[config.mk]
export PLATFORM = sky130hd
export DESIGN_NAME = sys_probe_ctrl_flat
export DESIGN_NICKNAME = d
export VERILOG_FILES = /design/src/rtl/sys_pkg.sv /design/src/rtl/sys_probe_ctrl_if.sv /design/src/rtl/sys_probe_buf.sv /design/src/rtl/sys_probe_ctrl.sv /design/src/flat_wrapper.sv
export SDC_FILE = /design/constraint.sdc
export NUM_CORES = 1
export LEC_CHECK = 0
export ABC_AREA = 1
export CORE_MARGIN = 3
export CORE_UTILIZATION = 63
export DETAILED_ROUTE_END_ITERATION = 12
export PLACE_DENSITY = 0.84
export SETUP_SLACK_MARGIN = 0.2
export SLEW_MARGIN = 20
export SYNTH_ARGS = -nofsm -noshare
export SYNTH_HDL_FRONTEND = slang
export SYNTH_HIERARCHICAL = 1
export SYNTH_SLANG_ARGS = --single-unit
export TNS_END_PERCENT = 30
[constraint.sdc]
create_clock -name SYS_clk -period 4.2 [get_ports SYS_clk]
set_input_delay 0.63 -clock SYS_clk [delete_from_list [all_inputs] [get_ports SYS_clk]]
set_output_delay 0.63 -clock SYS_clk [all_outputs]
set_load 0.1 [all_outputs]
[src/rtl/sys_pkg.sv]
// Shared widths and probe FSM encoding for the system top and debug probe.
// No ports; imported by sys_probe_* files.
package sys_pkg;

  localparam int LEDS_W = 27;
  localparam int PC_W   = 8;
  localparam int SEL_W  = 3;
  localparam int CNT_W  = 4;

  localparam int BUF_DEPTH = 1 << SEL_W;

  typedef enum logic [2:0] {
    ST_IDLE    = 3'd0,
    ST_LOAD    = 3'd1,
    ST_SETTLE  = 3'd2,
    ST_CAPTURE = 3'd3,
    ST_DRAIN   = 3'd4
  } probe_state_t;

  typedef logic [SEL_W-1:0]  sel_t;
  typedef logic [LEDS_W-1:0] leds_t;
  typedef logic [PC_W-1:0]   pc_t;
  typedef logic [CNT_W-1:0]  cnt_t;

endpackage

[src/rtl/sys_probe_ctrl_if.sv]
// Readout valid/ready port of the probe controller.
// master: drives rd_valid/rd_sel/rd_data, samples rd_ready.
interface sys_probe_ctrl_if
  import sys_pkg::*;
();

  logic  rd_valid;
  logic  rd_ready;
  sel_t  rd_sel;
  leds_t rd_data;

  modport master (
    output rd_valid,
    output rd_sel,
    output rd_data,
    input  rd_ready
  );

  modport slave (
    input  rd_valid,
    input  rd_sel,
    input  rd_data,
    output rd_ready
  );

endinterface

[src/rtl/sys_probe_buf.sv]
// 8x27 capture buffer: sync write, async read, no storage reset.
// Ports: clk, we/waddr/wdata (write), raddr/rdata (read).
module sys_probe_buf
  import sys_pkg::*;
(
  input  logic  clk,
  input  logic  we,
  input  sel_t  waddr,
  input  leds_t wdata,
  input  sel_t  raddr,
  output leds_t rdata
);

  leds_t mem [BUF_DEPTH];

  always_ff @(posedge clk) begin
    if (we) begin
      mem[waddr] <= wdata;
    end
  end

  assign rdata = mem[raddr];

endmodule

[src/rtl/sys_probe_ctrl.sv]
// Debug probe: optional PC load, selector scan, LED capture, readout.
// Ports: SYS_* system side, start/do_load/pc_val_in, busy/done, rd port.
module sys_probe_ctrl
  import sys_pkg::*;
#(
  parameter int SEL_COUNT     = 8,
  parameter int SETTLE_CYCLES = 2
) (
  input  logic  SYS_clk,
  input  logic  SYS_reset,
  input  logic  start,
  input  logic  do_load,
  input  pc_t   pc_val_in,
  output logic  SYS_load,
  output pc_t   SYS_pc_val,
  output sel_t  SYS_output_sel,
  input  leds_t SYS_leds,
  output logic  busy,
  output logic  done,
  sys_probe_ctrl_if.master rd
);

  localparam sel_t LAST_SEL   = SEL_W'(SEL_COUNT - 1);
  localparam cnt_t SETTLE_INI = CNT_W'(SETTLE_CYCLES);

  probe_state_t state_q;
  probe_state_t state_d;

  sel_t  sel_q;
  sel_t  idx_q;
  cnt_t  cnt_q;
  pc_t   pc_q;
  logic  done_q;

  logic  accept;
  logic  cap_we;
  logic  hs;
  logic  last_rd;
  logic  settle_in;
  leds_t buf_rd;

  assign accept  = (state_q == ST_IDLE) && start;
  assign cap_we  = (state_q == ST_CAPTURE);
  assign hs      = (state_q == ST_DRAIN) && rd.rd_ready;
  assign last_rd = (idx_q == LAST_SEL);

  // Counter reloads on every fresh entry into SETTLE.
  assign settle_in = (state_d == ST_SETTLE) &&
                     (state_q != ST_SETTLE);

  always_comb begin
    state_d = state_q;
    unique case (state_q)
      ST_IDLE: begin
        if (start) begin
          state_d = do_load ? ST_LOAD : ST_SETTLE;
        end
      end
      ST_LOAD: begin
        state_d = ST_SETTLE;
      end
      ST_SETTLE: begin
        if (cnt_q <= cnt_t'(1)) begin
          state_d = ST_CAPTURE;
        end
      end
      ST_CAPTURE: begin
        if (sel_q == LAST_SEL) begin
          state_d = ST_DRAIN;
        end else begin
          state_d = ST_SETTLE;
        end
      end
      ST_DRAIN: begin
        if (hs && last_rd) begin
          state_d = ST_IDLE;
        end
      end
      default: begin
        state_d = ST_IDLE;
      end
    endcase
  end

  always_ff @(posedge SYS_clk) begin
    if (SYS_reset) begin
      state_q <= ST_IDLE;
      sel_q   <= '0;
      idx_q   <= '0;
      cnt_q   <= '0;
      pc_q    <= '0;
      done_q  <= 1'b0;
    end else begin
      state_q <= state_d;
      done_q  <= hs && last_rd;

      if (accept) begin
        pc_q  <= pc_val_in;
        sel_q <= '0;
      end

      if (settle_in) begin
        cnt_q <= SETTLE_INI;
      end else if (state_q == ST_SETTLE) begin
        cnt_q <= cnt_q - cnt_t'(1);
      end

      // Selector holds at the last value through DRAIN/IDLE.
      if (cap_we) begin
        if (sel_q == LAST_SEL) begin
          idx_q <= '0;
        end else begin
          sel_q <= sel_q + sel_t'(1);
        end
      end

      // Index parks on the last entry rather than wrapping.
      if (hs && !last_rd) begin
        idx_q <= idx_q + sel_t'(1);
      end
    end
  end

  sys_probe_buf u_buf (
    .clk   (SYS_clk),
    .we    (cap_we),
    .waddr (sel_q),
    .wdata (SYS_leds),
    .raddr (idx_q),
    .rdata (buf_rd)
  );

  assign SYS_load       = (state_q == ST_LOAD);
  assign SYS_pc_val     = pc_q;
  assign SYS_output_sel = sel_q;
  assign busy           = (state_q != ST_IDLE);
  assign done           = done_q;

  // Gated so stale buffer contents never show outside DRAIN.
  assign rd.rd_valid = (state_q == ST_DRAIN);
  assign rd.rd_sel   = idx_q;
  assign rd.rd_data  = rd.rd_valid ? buf_rd : '0;

endmodule

[src/flat_wrapper.sv]
// flat-port wrapper written by rule: the top's interface ports become plain ports
module sys_probe_ctrl_flat import sys_pkg::*;
#(
  parameter int SEL_COUNT     = 8,
  parameter int SETTLE_CYCLES = 2
)
  (SYS_clk, SYS_reset, start, do_load, pc_val_in, SYS_load, SYS_pc_val, SYS_output_sel, SYS_leds, busy, done, rd_rd_valid, rd_rd_sel, rd_rd_data, rd_rd_ready);
  sys_probe_ctrl_if rd_i ();
  input  logic SYS_clk;
  input  logic SYS_reset;
  input  logic start;
  input  logic do_load;
  input  pc_t pc_val_in;
  output logic SYS_load;
  output pc_t SYS_pc_val;
  output sel_t SYS_output_sel;
  input  leds_t SYS_leds;
  output logic busy;
  output logic done;
  output wire logic [$bits(rd_i.rd_valid)-1:0] rd_rd_valid;
  output wire logic [$bits(rd_i.rd_sel)-1:0] rd_rd_sel;
  output wire logic [$bits(rd_i.rd_data)-1:0] rd_rd_data;
  input wire logic [$bits(rd_i.rd_ready)-1:0] rd_rd_ready;
  assign rd_rd_valid = rd_i.rd_valid;
  assign rd_rd_sel = rd_i.rd_sel;
  assign rd_rd_data = rd_i.rd_data;
  assign rd_i.rd_ready = rd_rd_ready;
  sys_probe_ctrl #(.SEL_COUNT(SEL_COUNT), .SETTLE_CYCLES(SETTLE_CYCLES)) u_core (.SYS_clk(SYS_clk), .SYS_reset(SYS_reset), .start(start), .do_load(do_load), .pc_val_in(pc_val_in), .SYS_load(SYS_load), .SYS_pc_val(SYS_pc_val), .SYS_output_sel(SYS_output_sel), .SYS_leds(SYS_leds), .busy(busy), .done(done), .rd(rd_i));
endmodule
==> Word-level counts from Yosys, hierarchy flattened <==
Memories as Yosys holds them, arrays and structs flattened. A register that Yosys moved wholly into a read port is not among the register bits.
Cells that the tools add are included.
{ "op_classes": {"addsub": 3, "multipliers": 0, "div": 0, "order_cmp": 1, "eq_ne": 8, "shift": 0, "n_mux": 19, "bitwise_logic": 0, "reduce_logical": 13} }
{ "ops": {"columns": ["operator", "count"], "rows": [
  ["two-way mux 3 bit", 12],
  ["two-way mux 27 bit", 1],
  ["case mux 3 bit (5 select lines)", 1],
  ["equality test 3 x 2 -> 1 bit, second input constant", 3],
  ["equality test 3 bit, second input constant", 3],
  ["adder 3 x 1 -> 3 bit, second input constant", 2],
  ["two-way mux 2 bit", 3],
  ["nonzero test 2 bit", 3],
  ["logical AND 1 bit", 5],
  ["<= comparator 4 x 1 -> 1 bit, second input constant", 1],
  ["subtractor 4 x 1 -> 4 bit, second input constant", 1],
  ["equality test 3 x 1 -> 1 bit, second input constant", 1],
  ["zero test 3 bit", 1],
  ["!= test 3 x 2 -> 1 bit, second input constant", 1],
  ["nonzero test 3 bit", 1],
  ["two-way mux 1 bit", 2],
  ["AND reduction 2 bit", 1],
  ["OR reduction 2 bit", 1],
  ["zero test 1 bit", 1]
]} }
{ "totals": {"regBits": 22, "latchBits": 0, "ramBits": 216, "romBits": 0, "output_inout_bits": 45, "word_cells": 52, "mem_count": 1} }
{ "memory_table": {"columns": ["memory", "depth", "width", "read_ports", "rd_ports_with_merged_regs", "wr", "line_no", "text"], "rows": [
  ["u_core.u_buf.mem", 8, 27, 1, 1, 1, "sys_probe_buf.sv:14", "leds_t mem [BUF_DEPTH];"]
]} }

==> Longest topological paths before layout <==
Gate-level depths: netlist (run 1).
{ "logic_depth": {"ltp_word": 8, "ltp_mapped": 11} }

==> Cells and area by module <==
The synthesis (run 1) kept the hierarchy.
{ "modules_own_cells": {"columns": ["mod", "instances", "cells_each", "area_each_um2", "seq_area_each_um2"], "rows": [
  ["sys_probe_buf", 1, 950, 9446.6, 6486.2],
  ["sys_probe_ctrl", 1, 198, 1270.0, 440.4]
]} }

==> Least setup slack after synthesis (run 1) <==
No wires, ideal clock.
{ "synth_timing": {"path_kind": "reg2out", "from": "register u_core/rd.rd_sel[0] (netlist name)", "to": "output port rd_rd_data[10]", "arrival_ns": 3.129, "required_time_ns": 3.570, "setup_slack_ns": 0.441, "path_stages_with_launch": 12, "path_buffers": 3, "path_cell_list": "dfxtp_1 > buf_4 > inv_4 > buf_6 > buf_6 > nand2_1 > nand3_1 > nand2_1 > nand2_1 > nand2_1 > inv_1 > nor2_1"} }
{ "synth_rtl": {"columns": ["element", "line_no", "text"], "rows": [
  ["to (decl)", "flat_wrapper.sv:22", "output wire logic [$bits(rd_i.rd_data)-1:0] rd_rd_data;"]
]} }

==> Worst setup path after layout (run 1) <==
{ "layout_timing": {"from": "register u_core.idx_q[1], in the netlist u_core/rd.rd_sel[1]", "to": "output port rd_rd_sel[1]"} }
{ "layout_rtl": {"columns": ["element", "line_no", "text"], "rows": [
  ["from (decl)", "sys_probe_ctrl.sv:30", "sel_t idx_q;"],
  ["from (signal assigned)", "sys_probe_ctrl.sv:119", "idx_q <= idx_q + sel_t'(1);"],
  ["to (decl)", "flat_wrapper.sv:21", "output wire logic [$bits(rd_i.rd_sel)-1:0] rd_rd_sel;"]
]} }
No word-level cell between the ends.

==> metrics.md, run 1 <==
| Metric | Value |
|---|---|
| CTS tree | done |
| P&R area growth vs syn | 18.94% |
| Die area | ~0.019 mm^2 |
| Worst Tran Pin Value | between 1 and 1.5 ns |
| Total grt overflow | 0 |
| CTS Buf Count | 23 |
| Final net count | about 1,300 |
| Routed wire length per instance | 16.95 um |
| Post-synth EDFFs | 216 |
| Critical path data arrival time | 2.68 ns |
| Post-CTS Hold Buffers | 0 |
| Slew HR | about 24% |
| Final min period | ~3.3 ns |
| Status | completed |
| Setup WS pre-CTS | roughly 1.4 ns |
| Area contributors post-synth | edfxtp_1 61%, nand2_1 14%, inv_1 9.1% |
| Antenna Cells | 0 |
| CTS clk-pin slew, worst paths | 0.06 ns |
| Area leader, netlist | edfxtp_1 |
| Max Clock Freq | 302.1 MHz |
| Clock sink total | 238 |
| Synth Net Count | between 1,000 and 1,500 |
| Setup tns final | 0 ns |
| Die height | 136.4 um |
| Sequential fraction of the synthesis area | 64.64% |
| Final setup viols | 0 |
| Synth cell count leaders | 390 x nand2_1, 259 x inv_1, 216 x edfxtp_1 |
| Crit Path Max Fanout | 57 |
| Detail Route Antenna Nets | 0 |
| RR Startpoint | u_core/state_q[1] |
| Drt total wl | 24,760 um |
| Static leakage | 5.787 nW |
| RSZ-0062 raised after global routing | no |
| GP Congestion | 0.7798 |
| Worst hold path class | register to register |
| Final Cycle Share | 78.82% |
| Tot Pwr | approximately 5.6 mW |
| First-pass detailed-route iteration total | 6 |
| Gr usage total | 26.41% |
| Final slew viol count | 0 |
| Final std cells w/o fill | 1,461 |
| Synth Register Bits | 238 |
| First-pass GRT wire length | ~38,000 um |
| Initial DRC count | 854 |
| Crit end category | primary output |
| Critical path type | register to primary output |
| Residual DRC | 0 |
| H-Tree Depth | 1 |
| CP startpoint | u_core/rd.rd_sel[1] |
| Final setup margin | a little under 0.9 ns |
| Total of max-cap violations | 0 |
| Cts repair resizes | 0 |
| Starting Density | 64.39% |
| Vias per cell | 5.305 |
| CTS root buf | clkbuf_16 |
| Number of port buffers | 84 |
| Top-count cell post-synth | nand2_1 |
| Yosys warns | 6 |
| Die Wd | 136.4 um |
| Fin Clk Skew | 0.01227 ns |
| Mapped Cells | 1,148 |
| Peak VDD IR | between 0.0004 and 0.0005 V |
| Vias in the first global route | 7,742 |
| Antenna violations before repair | 0 |
| Inst Count DP | ~1,400 |
| Skew-Pair Late Insertion Delay | 0.51 ns |
| Final Hold Fails | 0 |
| Mapped Area | 0.01072 mm^2 |
| Synth async-reset ratio | 0% |
| Num ports | 85 |
| Dpl hpwl | 12,520 um |
| Power density cells | between 400 and 500 mW/mm^2 |
| Post-synth top flop | edfxtp_1 |
| Core box area | 0.01664 mm^2 |
| Worst EP required | around 3.6 ns |
| Share of post-route cells with drive strength above 1 | 8.219% |
| Row cnt | 47 |
| Avg Synthesized Cell Area | 9.335 um^2 |
| Post-synth cell types | 25 |
| Post-synth top area share | 60.53% |
| Bufs on Longest Clock Path | 3 |
| Hold Path Origin | u_core/SYS_pc_val[4] |
| DR vias | 7,751 |
| Largest net degree at the start of global routing | 109 |
| Critical path launch point type | register |
| Post-CTS setup repair buffer count | 0 |
==> sequential cells by signal, indices dropped and copies added (netlist names) <==
register               count
u_core/state_q             3
u_core/rd.rd_sel           3
u_core/cnt_q               4
u_core/done                1
u_core/u_buf/mem         216
u_core/SYS_output_sel      3
u_core/SYS_pc_val          8
==> where the power goes <==
part / internal [mW] / switching (mW) / total (mW)
Clock: 1.37 / 0.850 / 2.22
Combinational: 0.191 / 0.488 / 0.679
Sequential: 2.66 / 0.0380 / 2.69
Total: 4.22 / 1.38 / 5.60
==> cell families (layout without fill, tap and decap cells) <==
kind of cell               after synthesis  after routing  synth area share, %
AOI/OAI and AO/OA                       22             22                1.051
xor gates and xnor gates                 3              3               0.2452
adders and majority gates                6              6               0.7005
buffers and inverters                  312            405                11.69
DFF                                    238            238                64.64
and+or+nand+nor                        567            567                21.68
==> cell type report <==
| cell class | count | area [um^2] |
|---|---|---|
| clock buffer | 32 | 639.4 |
| clock inverter | 10 | 181.4 |
| fill | 1001 | 3896 |
| inverter | 267 | 1008 |
| multi-input combinational | 598 | 2557 |
| sequential | 238 | 6932 |
| tap | 220 | 275.3 |
| timing repair buffer | 96 | 1152 |
==> per-layer routing <==
layer | wire length, um | GRT usage, %
met5 | 0 | 0
met4 | 526 | 9.295
met3 | 1987 | 3.627
met2 | 12850 | 46.04
met1 | 9399 | 34.12
==> layout by cell type (no fill, tap or decap), types with 2 or more instances in the layout <==
cell type | synthesis | layout
dfxtp_1 | 22 | 20
inv_1 | 259 | 259
nand3_1 | 119 | 119
xor2_1 | 3 | 3
buf_4 | 2 | 16
buf_12 | 0 | 23
bufinv_16 | 0 | 5
clkbuf_8 | 0 | 3
clkbuf_16 | 0 | 23
nor2_2 | 3 | 11
a21oi_1 | 17 | 17
inv_2 | 5 | 4
ha_1 | 6 | 6
o21ai_0 | 3 | 3
nand2_1 | 390 | 390
inv_6 | 0 | 2
clkdlybuf4s50_1 | 0 | 56
nand2_2 | 4 | 4
clkbuf_1 | 11 | 6
nor2_1 | 46 | 38
edfxtp_1 | 216 | 216
clkinv_1 | 2 | 3
clkinv_2 | 0 | 3
nand3_2 | 2 | 2
==> worst max-delay path, cell delays in order, from the launching register on <==
cell and delay, ns:
dfxtp_2 0.34, buf_4 0.56, clkdlybuf4s50_1 1.27
==> worst paths after layout <==
check | depth (start not counted) | slack, ns | endpoint
max | 2 | 0.89 | rd_rd_sel[1]
max reg2reg | 5 | 2.10 | u_core/u_buf/mem[7][25]
min | 2 | 0.46 | u_core/SYS_pc_val[4]
min reg2reg | 2 | 0.46 | u_core/SYS_pc_val[4]
==> metrics by stage <==
step / util (%) / instance area [um^2] / hold slack [ns]
after global placement: 71.61 / 11920 / 0.4471
after floorplan: - / 10720 / 0.4942
after CTS: 76.54 / 12740 / 0.4617
after detailed placement: 71.61 / 11920 / 0.4523
final: 76.59 / 12750 / 0.4569
after global routing: 76.59 / 12750 / 0.4798
(Power assumes the default switching activity.)
==> run 2: changes to the inputs <==
- CORE_UTILIZATION: 63 -> 53
- PLACE_DENSITY: 0.84 -> 0.76
- clock period: 4.2 -> 2.8 ns (I/O delays scaled with it)
==> run 2 against run 1 <==
Clock skew about the same. Total power up 48%. Clock power rose by 45%. Global-route usage decreased by 5.3 points. First-iteration DRC count down 27%. Die area grew 18%. Via count fell by 0.19%.
==> metrics.md, run 2 (same netlist as run 1, synthesis figures left out) <==
| Metric | Value |
|---|---|
| Slew HR | between 60% and 70% |
| Worst Tran Pin Value | 0.5075 ns |
| Number of port buffers | 84 |
| First-pass detailed-route iteration total | 5 |
| H-Tree Depth | 1 |
| Final setup viols | 0 |
| Worst EP required | 2.38 ns |
| CTS Buf Count | 24 |
| Final slew viol count | 0 |
| Antenna Cells | 0 |
| Critical-path top delay cell | clkinv_1 |
| Critical Path, Cell by Cell | clkinv_1 > buf_12 > nand2_1 > nand2_1 > inv_1 > nor2_4 > buf_12 |
| Most common cell after layout, fill and taps aside | nand2_1 |
| CTS clk-pin slew, worst paths | 0.06 ns |
| Worst Reg-to-Reg Cells | 9 |
| Starting Density | 54.53% |
| Max incr delay on CP | ~0.41 ns |
| CTS root buf | clkbuf_16 |
| # fillers | 1,467 |
| Vias per cell | 5.073 |
| Crit Path Max Fanout | 18 |
| Power density cells | 623.7 mW/mm^2 |
| Max Clock Freq | 397.8 MHz |
| Die area | 0.02196 mm^2 |
| Hold Path Origin | u_core/SYS_pc_val[7] |
| Tot Pwr | 8.278 mW |
| Leading cell types in the layout, fill and taps excluded | 390 x nand2_1, 259 x inv_1, 216 x edfxtp_1 |
| Total of max-cap violations | 0 |
| Total grt overflow | 0 |
| Worst hold path class | register to register |
| Bufs on Longest Clock Path | 3 |
| Initial DRC count | 621 |
| CP startpoint | u_core/rd.rd_sel[2] |
| Skew-Pair Late Insertion Delay | 0.51 ns |
| Clock sink total | 238 |
| Crit end category | primary output |
| Final std cells w/o fill | 1,525 |
| Hold depth | 2 |
| Inst Count DP | 1,474 |
| P&R area growth vs syn | 23.85% |
| Static leakage | 5.984 nW |
| Critical path launch point type | register |
| Peak VDD IR | 0.0005738 V |
| Critical path type | register to primary output |
| Drt total wl | 23,850 um |
| DR vias | 7,736 |
| First-pass GRT wire length | 37,230 um |
| Row cnt | 51 |
| Final net count | ~1,300 |
| RSZ-0062 raised after global routing | no |
| Largest net degree at the start of global routing | 92 |
| Final core occ | 67.53% |
| Num ports | 85 |
| Share of post-route cells with drive strength above 1 | 12.94% |
| Critical path data arrival time | between 2 and 2.5 ns |
| Die Wd | 148.2 um |
| Final min period | 2.514 ns |
| Status | completed |
| Post-CTS Hold Buffers | 0 |
| Residual DRC | 0 |
| Core box area | 0.01965 mm^2 |
| GP Congestion | 0.7804 |
| Most flops, register | u_core/u_buf/mem |
| Fin Clk Skew | 0.01271 ns |
| Max reg flops | 216 |
| RR Startpoint | u_core/rd.rd_sel[0] |
| Hold WS | 0.4636 ns |
| Vias in the first global route | roughly 7,400 |
| Dpl hpwl | 13,250 um |
| Detail Route Antenna Nets | 0 |
| Routed wire length per instance | 15.64 um |
| Final Cycle Share | about nine tenths |
| Final Hold Fails | 0 |
| Antenna violations before repair | 0 |
| CTS tree | done |
| Die height | 148.2 um |
| Gr usage total | a little over a fifth |
-- run 2: cell types whose count changed in the layout (fill, tap and decap cells not counted), moves of 3 or more --
cell,change
buf_4,+21
clkbuf_1,+3
clkdlybuf4s50_1,-17
nor2_1,-27
nor2_4,+27
buf_12,+8
clkbuf_16,+4
-- run 2: routing by layer --
metal / global-route usage [%] / vias up / share of wire (%)
met4: 5.404 / 0 / 2.1
li1: - / 3730 / -
met2: 36.56 / 310 / 51
met1: 28.33 / 3649 / 40
met3: 3.230 / 47 / 7.4
met5: 0 / - / 0
-- run 2: report_power, final --
group	internal (mW)	switching [mW]	leakage, nW	total, mW
combinational	0.279	0.723	3.47	1.00
clock	1.99	1.24	0.394	3.23
sequential	3.99	0.0574	2.12	4.04
-- run 2: metrics by stage --
stage               setup WS, ns  cell area (um^2)  TNS (ns)
finish                    0.2862             13270         0
global route              0.2068             13270         0
CTS                       0.1855             13150         0
detailed placement        0.5896             12330         0
global placement          0.6500             12330         0
floorplan               -0.06927             10930    -7.274
-- run 2: path summary, 6_finish.rpt --
check | slack [ns] | end
setup / recovery | 0.29 | rd_rd_data[22]
hold / removal | 0.46 | u_core/SYS_pc_val[7]
setup reg to reg | 0.88 | u_core/rd.rd_sel[0]
hold reg to reg | 0.46 | u_core/SYS_pc_val[7]
-- run 2: worst max-delay path, delay by kind of cell, from the launching register on --
family / cells / cell delay (ns)
buffers and inverters: 4 / 1.04
flip-flops: 1 / 0.33
AND/OR/NAND/NOR: 3 / 0.21
-- run 2: cell type report --
class,count,area (um^2),share of cell area (%)
well taps,265,331.6,2.498
inverters,267,1013,7.636
clock buffers,37,700.7,5.279
repair buffers,114,1429,10.77
clock inverters,6,105.1,0.7919
multi-input cells,598,2760,20.80
flip-flops and latches,238,6933,52.23
-- run 2: what timing repair did --
item	4_1_cts	5_1_grt
resized for setup	2	9
cloned	0	2
setup buffers	1	5
endpoints found under the setup margin	26	26
